## config.mk

```make
export PLATFORM = sky130hd
export DESIGN_NAME = i2c_eeprom_slave_fe_flat
export DESIGN_NICKNAME = d
export VERILOG_FILES = /design/src/rtl/i2c_eeprom_slave_fe_pkg.sv /design/src/rtl/i2c_eeprom_slave_fe_if.sv /design/src/rtl/i2c_eeprom_slave_fe_sync.sv /design/src/rtl/i2c_eeprom_slave_fe.sv /design/src/flat_wrapper.sv
export SDC_FILE = /design/constraint.sdc
export NUM_CORES = 1
export LEC_CHECK = 0
export CORE_MARGIN = 5
export CORE_UTILIZATION = 40
export DETAILED_ROUTE_END_ITERATION = 8
export HOLD_SLACK_MARGIN = 0.12
export SYNTH_ARGS = -nofsm -noshare
export SYNTH_HDL_FRONTEND = slang
export SYNTH_HIERARCHICAL = 1
export SYNTH_SLANG_ARGS = --single-unit
```

## constraint.sdc

```tcl
create_clock -name clk -period 2.5 [get_ports clk]
set_input_delay 0.5 -clock clk [delete_from_list [all_inputs] [get_ports clk]]
set_output_delay 0.5 -clock clk [all_outputs]
set_load 0.02 [all_outputs]
```

## src/rtl/i2c_eeprom_slave_fe_pkg.sv

```systemverilog
// i2c_eeprom_pkg: shared widths, default device address and FSM state encoding
package i2c_eeprom_pkg;
  localparam int PAGE_W = 5;
  localparam int OFF_W = 3;
  localparam int BYTE_W = 8;
  localparam logic [6:0] DEV_ADDR_DEF = 7'h50;
  typedef enum logic [3:0] {
    IDLE, DEV, DEV_ACK, WADDR, WADDR_ACK, WDATA, WDATA_ACK, RDATA, RD_MACK, WAIT_STOP
  } state_t;
endpackage

```

## src/rtl/i2c_eeprom_slave_fe_if.sv

```systemverilog
// i2c_eeprom_slave_fe_if: I2C pads plus address-counter and memory-array strobes
interface i2c_eeprom_slave_fe_if;
  import i2c_eeprom_pkg::*;
  logic scl_i, sda_i, sda_oe, addr_load, addr_inc, mem_wr, busy;
  logic [BYTE_W-1:0] addr_o, mem_wr_data, mem_rd_data;
  modport slave(input scl_i, sda_i, mem_rd_data,
                output sda_oe, addr_load, addr_o, addr_inc, mem_wr, mem_wr_data, busy);
  modport master(output scl_i, sda_i, mem_rd_data,
                 input sda_oe, addr_load, addr_o, addr_inc, mem_wr, mem_wr_data, busy);
endinterface

```

## src/rtl/i2c_eeprom_slave_fe_sync.sv

```systemverilog
// i2c_bus_sync_edge: SCL/SDA synchroniser with SCL edge and START/STOP pulses
module i2c_bus_sync_edge #(
  parameter int SYNC_STAGES = 2
) (
  input  logic clk,
  input  logic rst_n,
  input  logic scl_i,
  input  logic sda_i,
  output logic scl_rise,
  output logic scl_fall,
  output logic sda,
  output logic start,
  output logic stop
);
  localparam int N = SYNC_STAGES;
  logic [N-1:0] scl_s, sda_s;
  logic scl_new, scl_old, sda_new, sda_old;
  // shift raw pads through the synchroniser chain; idle bus level is high
  always_ff @(posedge clk or negedge rst_n)
    if (!rst_n) begin
      scl_s <= '1;
      sda_s <= '1;
    end else begin
      scl_s <= {scl_s[N-2:0], scl_i};
      sda_s <= {sda_s[N-2:0], sda_i};
    end
  assign scl_new = scl_s[N-2];
  assign scl_old = scl_s[N-1];
  assign sda_new = sda_s[N-2];
  assign sda_old = sda_s[N-1];
  assign scl_rise = scl_new & ~scl_old;
  assign scl_fall = ~scl_new & scl_old;
  assign sda = sda_new;
  assign start = scl_new & scl_old & sda_old & ~sda_new;
  assign stop = scl_new & scl_old & ~sda_old & sda_new;
endmodule

```

## src/rtl/i2c_eeprom_slave_fe.sv

```systemverilog
// i2c_eeprom_slave_fe: I2C slave protocol front end for a 24C02-style EEPROM
module i2c_eeprom_slave_fe
  import i2c_eeprom_pkg::*;
#(
  parameter logic [6:0] DEV_ADDR = DEV_ADDR_DEF,
  parameter int SYNC_STAGES = 2
) (
  input logic clk,
  input logic rst_n,
  i2c_eeprom_slave_fe_if.slave bus
);
  logic scl_rise, scl_fall, sda, start, stop;
  state_t st;
  logic [2:0] cnt;
  logic [BYTE_W-1:0] sr, rx;
  logic rd_ld, last, match;
  i2c_bus_sync_edge #(.SYNC_STAGES(SYNC_STAGES)) u_sync (
    .clk(clk), .rst_n(rst_n), .scl_i(bus.scl_i), .sda_i(bus.sda_i),
    .scl_rise(scl_rise), .scl_fall(scl_fall), .sda(sda), .start(start), .stop(stop)
  );
  assign rx = {sr[BYTE_W-2:0], sda};
  assign last = cnt == 3'd7;
  assign match = rx[7:1] == DEV_ADDR;
  // protocol FSM; addr_inc after a write trails mem_wr by exactly one clk
  always_ff @(posedge clk or negedge rst_n)
    if (!rst_n) begin
      st <= IDLE;
      cnt <= '0;
      sr <= '0;
      rd_ld <= 1'b0;
      bus.sda_oe <= 1'b0;
      bus.busy <= 1'b0;
      bus.addr_load <= 1'b0;
      bus.addr_o <= '0;
      bus.addr_inc <= 1'b0;
      bus.mem_wr <= 1'b0;
      bus.mem_wr_data <= '0;
    end else begin
      bus.addr_load <= 1'b0;
      bus.mem_wr <= 1'b0;
      bus.addr_inc <= bus.mem_wr;
      if (start) begin
        st <= DEV;
        cnt <= '0;
        rd_ld <= 1'b0;
        bus.sda_oe <= 1'b0;
      end else if (stop) begin
        st <= IDLE;
        bus.sda_oe <= 1'b0;
        bus.busy <= 1'b0;
      end else begin
        case (st)
          DEV: if (scl_rise) begin
            sr <= rx;
            cnt <= cnt + 3'd1;
            if (last) begin
              st <= match ? DEV_ACK : WAIT_STOP;
              bus.busy <= match;
            end
          end
          WADDR: if (scl_rise) begin
            sr <= rx;
            cnt <= cnt + 3'd1;
            if (last) begin
              bus.addr_o <= rx;
              bus.addr_load <= 1'b1;
              st <= WADDR_ACK;
            end
          end
          WDATA: if (scl_rise) begin
            sr <= rx;
            cnt <= cnt + 3'd1;
            if (last) begin
              bus.mem_wr_data <= rx;
              bus.mem_wr <= 1'b1;
              st <= WDATA_ACK;
            end
          end
          DEV_ACK, WADDR_ACK, WDATA_ACK: if (scl_fall) begin
            if (!bus.sda_oe) bus.sda_oe <= 1'b1;
            else if (st == DEV_ACK && sr[0]) begin
              st <= RDATA;
              sr <= bus.mem_rd_data;
              bus.sda_oe <= ~bus.mem_rd_data[7];
              cnt <= '0;
            end else begin
              bus.sda_oe <= 1'b0;
              st <= st == DEV_ACK ? WADDR : WDATA;
            end
          end
          RDATA: if (scl_fall) begin
            if (rd_ld) begin
              rd_ld <= 1'b0;
              sr <= bus.mem_rd_data;
              bus.sda_oe <= ~bus.mem_rd_data[7];
              cnt <= '0;
            end else if (last) begin
              bus.sda_oe <= 1'b0;
              st <= RD_MACK;
            end else begin
              sr <= {sr[BYTE_W-2:0], 1'b0};
              bus.sda_oe <= ~sr[6];
              cnt <= cnt + 3'd1;
            end
          end
          RD_MACK: if (scl_rise) begin
            if (!sda) begin
              bus.addr_inc <= 1'b1;
              rd_ld <= 1'b1;
              st <= RDATA;
            end else begin
              st <= WAIT_STOP;
              bus.busy <= 1'b0;
            end
          end
          default: ;
        endcase
      end
    end
endmodule

```

## src/flat_wrapper.sv

```systemverilog
// flat-port wrapper written by rule: the top's interface ports become plain ports
module i2c_eeprom_slave_fe_flat import i2c_eeprom_pkg::*;
#(
  parameter logic [6:0] DEV_ADDR = DEV_ADDR_DEF,
  parameter int SYNC_STAGES = 2
)
  (clk, rst_n, bus_scl_i, bus_sda_i, bus_mem_rd_data, bus_sda_oe, bus_addr_load, bus_addr_o, bus_addr_inc, bus_mem_wr, bus_mem_wr_data, bus_busy);
  i2c_eeprom_slave_fe_if bus_i ();
  input logic clk;
  input logic rst_n;
  input wire logic [$bits(bus_i.scl_i)-1:0] bus_scl_i;
  input wire logic [$bits(bus_i.sda_i)-1:0] bus_sda_i;
  input wire logic [$bits(bus_i.mem_rd_data)-1:0] bus_mem_rd_data;
  output wire logic [$bits(bus_i.sda_oe)-1:0] bus_sda_oe;
  output wire logic [$bits(bus_i.addr_load)-1:0] bus_addr_load;
  output wire logic [$bits(bus_i.addr_o)-1:0] bus_addr_o;
  output wire logic [$bits(bus_i.addr_inc)-1:0] bus_addr_inc;
  output wire logic [$bits(bus_i.mem_wr)-1:0] bus_mem_wr;
  output wire logic [$bits(bus_i.mem_wr_data)-1:0] bus_mem_wr_data;
  output wire logic [$bits(bus_i.busy)-1:0] bus_busy;
  assign bus_i.scl_i = bus_scl_i;
  assign bus_i.sda_i = bus_sda_i;
  assign bus_i.mem_rd_data = bus_mem_rd_data;
  assign bus_sda_oe = bus_i.sda_oe;
  assign bus_addr_load = bus_i.addr_load;
  assign bus_addr_o = bus_i.addr_o;
  assign bus_addr_inc = bus_i.addr_inc;
  assign bus_mem_wr = bus_i.mem_wr;
  assign bus_mem_wr_data = bus_i.mem_wr_data;
  assign bus_busy = bus_i.busy;
  i2c_eeprom_slave_fe #(.DEV_ADDR(DEV_ADDR), .SYNC_STAGES(SYNC_STAGES)) u_core (.clk(clk), .rst_n(rst_n), .bus(bus_i));
endmodule
```

# Word-level counts from Yosys, hierarchy flattened
# Index checks and enable logic that the tools add are counted.
# word_totals
elab_cells	158
out_inout_bits	21
inputBits	12
reg_bits	40
# classes
bitwise	15
n_addsub	1
n_eq_ne	41
reduce_logical	17
n_mux	71
# ops
op	count
2-to-1 mux 4 bit	17
2-to-1 mux 7 bit	7
inequality test 4 x 1 -> 1 bit, second input constant	11
2-to-1 mux 1 bit	31
2-to-1 mux 3 bit	10
inequality test 3 x 1 -> 1 bit, second input constant	9
one-hot mux 4 bit (6 select lines)	1
one-hot mux 7 bit (3 select lines)	1
== test 4 x 3 -> 1 bit, second input constant	4
AND reduction 5 bit	3
AND reduction 13 bit	1
inequality test 2 x 1 -> 1 bit, second input constant	6
inequality test 3 x 2 -> 1 bit, second input constant	3
one-hot mux 3 bit (3 select lines)	1
AND reduction 9 bit	1
nonzero test 3 bit	3
== test 4 x 2 -> 1 bit, second input constant	2
inequality test 4 x 2 -> 1 bit, second input constant	2
NOT 1 bit	8
AND reduction 8 bit	1
nonzero test 4 bit	2
nonzero test 8 bit	1
AND 1 bit	7
== test 7 bit, second input constant	1
9 further kinds	12

# Longest topological paths before layout
# depth
depth_word	8
mapped_depth	7
mapped_depth_nobuf	7

# Hierarchy
# The synthesis kept the hierarchy.
# by_module_without_submodules
module	area_each_um2	cells_each	n_inst
i2c_eeprom_slave_fe	1909.3	170	1
i2c_bus_sync_edge	137.6	8	1

# Least setup slack after synthesis
# Ideal clock, no wire load.
# synth_path
path_kind	reg-to-reg
startpoint	register u_core.cnt[0]
endpoint	register u_core.sr[1]
path_buffers	0
setup_slack_ns	0.238
stages_incl_launch_ff	7
synth_period_minus_slack_ns	2.262
arrival_time_ns	2.137
path_cell_list	dfrtp_1 ha_1 ha_1 nor2b_1 a221o_1 nor4_4 mux2_2
# synth_between
elab_chain_len	3
# synth_lines
element	line_no	text
start: declaration	i2c_eeprom_slave_fe.sv:14	logic [2:0] cnt;
start signal: assignment	i2c_eeprom_slave_fe.sv:55	cnt <= cnt + 3'd1;
start signal: assignment	i2c_eeprom_slave_fe.sv:63	cnt <= cnt + 3'd1;
start signal: assignment	i2c_eeprom_slave_fe.sv:72	cnt <= cnt + 3'd1;
== test 3 bit	i2c_eeprom_slave_fe.sv:22	assign last = cnt == 3'd7;
inequality test 3 x 2 -> 1 bit (no line)	--	
AND reduction 9 bit (no line)	--	
end signal: assignment	i2c_eeprom_slave_fe.sv:54	sr <= rx;
end signal: assignment	i2c_eeprom_slave_fe.sv:62	sr <= rx;
end signal: assignment	i2c_eeprom_slave_fe.sv:71	sr <= rx;
end: declaration	i2c_eeprom_slave_fe.sv:15	logic [BYTE_W-1:0] sr, rx;
# Every way passes these cells.
# A chain may end at the register's enable or synchronous reset.

# Final worst setup path
# layout_path
startpoint	register u_core.cnt[0]
endpoint	register u_core.sr[3]
# The elaborated chain is that of the path after synthesis.

==> out/results.ini <==
[detailed_routing]
routedWlPerCell_um=16.71
drc=0
detail_route.iter0.violations=92
wl_um=4945
num_vias=1604
first_pass_iters=4
ant_nets=0
vias_per_cell=5.419

[logic_synthesis]
synth_cell_type_count=40
synth_cells=178
synth.top_cells.by_count=dfrtp_1, mux2_2, a21oi_1
synth_top_cell_by_area=dfrtp_1
synth_most_common_cell=dfrtp_1
syn_area_sq_um=2047
ys_ff_latch=40
synth.area.top_cells=dfrtp_1, mux2_2, dfstp_2
ys_warn_count=6
syn_nets=192
synth_ff_type=dfrtp_1
ys_seq_area_share_pct=49.14
synthArstFlopShare_pct=100.0
syn_avg_cell_area_sq_um=11.50
synth_enable_flop_cells=0
synth_top_area_share_pct=44.01

[outcome]
status=completed

[finish]
multi_input_area_sq_um=1002
stdcell_count=296
nets=239
diodes=0
ff_latch_area_sq_um=1006
area_growth_pct=29.46
utilization_pct=52.56
layout-drive-gt1-share_pct=29.20
fill_cells=454

[floorplanning]
die_w_um=81.54
dieHeight_um=81.54
die_area_sq_um=6648
start_util_pct=40.60
io_pins=33
rows=26
core-area_sq_um=5042

[grt]
grt_use_total_pct=16.38
grt_pass1_vias=1635
antenna_found_initial=0
grt_overflow=0
grt_pass1_wl_um=8328
grt_max_degree=41

[pwr]
leakagePower_nw=1.155
vdd.ir_drop.worst_uv=312.0
finalPower_w=0.001866
power_density_nw_per_um2=704.2

[placement]
dpl.cell_count=288
port-buffer-count=32
post-dp-hpwl_um=3686
post-place-ws_ps=165.6
gp_congestion=0.9017

[critical_path]
worstPathMaxFanout=7
startpoint_type=flop
crit_type=reg -> reg
crit_path_end_kind=flop
worstPathArrival_ps=2550
cp.required_ps=2670

[timing]
slew_headroom_pct=41.98
period_share_pct=95.08
max_freq_mhz=420.7
setup_violations=0
finalHoldViolations=0
worst_slack_ps=122.9
finClkSkew_ps=6.513
worst_pin_slew_ps=870.3
setup_tns_ps=0
slew_viol_final=0
fin_crit_ps=2377
rsz0062_at_grt=no

[clock_tree]
tritoncts=done
post_cts_buffers=0
cts_buffer_depth=2
cts_buffers=5
clkSinkCount=40
path_clk_slew_ps=80
post_cts_resized=0
clockRootBuffer=clkbuf_8
clk_latency_ps=290
hold_buffers=0
cts_max_level=2

[run]
maxCapViolCount=0

[worst_hold_path]
hp-class=in -> async

per-layer routing:
metal	global-route usage (%)	wire (um)	vias up
li1	-	-	760
met1	23.19	2264	783
met2	24.27	2299	57
met3	4.276	346	4
met4	5.405	34	0
met5	0	0	-
stage by stage:
| step | hold slack, ps | cell area (sq um) |
|---|---|---|
| after floorplan | 204.4 | 2047 |
| after global placement | 376.2 | 2530 |
| after detailed placement | 380.5 | 2530 |
| after CTS | 352.2 | 2641 |
| after global routing | 399.8 | 2650 |
| final | 318.8 | 2650 |
cell families after synthesis:
group	after synthesis	share of synthesized area, %
DFF	40	49.14
buffers and inverters	11	2.322
and+or+nand+nor	56	17.36
AOI/OAI and AO/OA	34	10.94
muxes	35	19.01
adders and majority gates	2	1.222
layout by cell type, fill, tap and decap left out, types with 3 or more instances in the layout:
| cell | n |
|---|---|
| dfstp_2 | 4 |
| nand2_1 | 7 |
| nor2_1 | 10 |
| a21oi_1 | 13 |
| nor2b_1 | 8 |
| nand2b_1 | 4 |
| nor3b_1 | 3 |
| and4b_1 | 3 |
| mux2_2 | 31 |
| dfrtp_1 | 36 |
| nor3_1 | 4 |
| buf_4 | 15 |
| nand3_1 | 3 |
| mux2i_1 | 4 |
| inv_1 | 4 |
| clkbuf_8 | 5 |
| clkdlybuf4s50_1 | 31 |
| o21ai_0 | 6 |
critical path, cell delays in order, from the launching register on:
cell and delay, ps:
dfrtp_1 400, ha_1 210, ha_1 240, nor2b_1 150
a221o_1 420, nor4_4 280, buf_4 210, mux2_2 340
cell type report:
type | instances | share of cell area (%)
Multi-Input combinational cell | 127 | 37.82
Inverter | 4 | 0.5666
Timing Repair Buffer | 47 | 16.15
Sequential cell | 40 | 37.96
Clock inverter | 3 | 1.605
Clock buffer | 5 | 2.597
Tap cell | 70 | 3.305
registers in the layout, summed over array words and instances, names as in the netlist, 2 cells and up:
| register | cells |
|---|---|
| u_core/bus.addr_o | 8 |
| u_core/bus.mem_wr_data | 8 |
| u_core/u_sync/sda_s | 2 |
| u_core/st | 4 |
| u_core/sr | 7 |
| u_core/cnt | 3 |
| u_core/u_sync/scl_s | 2 |
power breakdown:
part / internal (W) / switching, W / total [W]
Combinational: 0.000237 / 0.000211 / 0.000448
Clock: 0.000295 / 0.000230 / 0.000526
Sequential: 0.000735 / 0.000158 / 0.000893
Total: 0.00127 / 0.000599 / 0.00187
path summary, 6_finish.rpt:
path                                             startpoint                                to  slack [ps]  depth (start not counted)
max reg2reg                       u_core/cnt[0]$_DFFE_PN0P_          u_core/sr[3]$_DFFE_PN0P_         120                          7
min in group clk           u_core/u_sync/scl_s[0]$_DFF_PN1_  u_core/u_sync/scl_s[1]$_DFF_PN1_         390                          0
max in group asynchronous                             rst_n  u_core/bus.addr_o[2]$_DFFE_PN0P_        1630                          1
max                               u_core/cnt[0]$_DFFE_PN0P_          u_core/sr[3]$_DFFE_PN0P_         120                          7
min                                                   rst_n          u_core/st[0]$_DFFE_PN0P_         320                          1
min reg2reg                u_core/u_sync/scl_s[0]$_DFF_PN1_  u_core/u_sync/scl_s[1]$_DFF_PN1_         390                          0
Power figures use the tool's default switching activity.
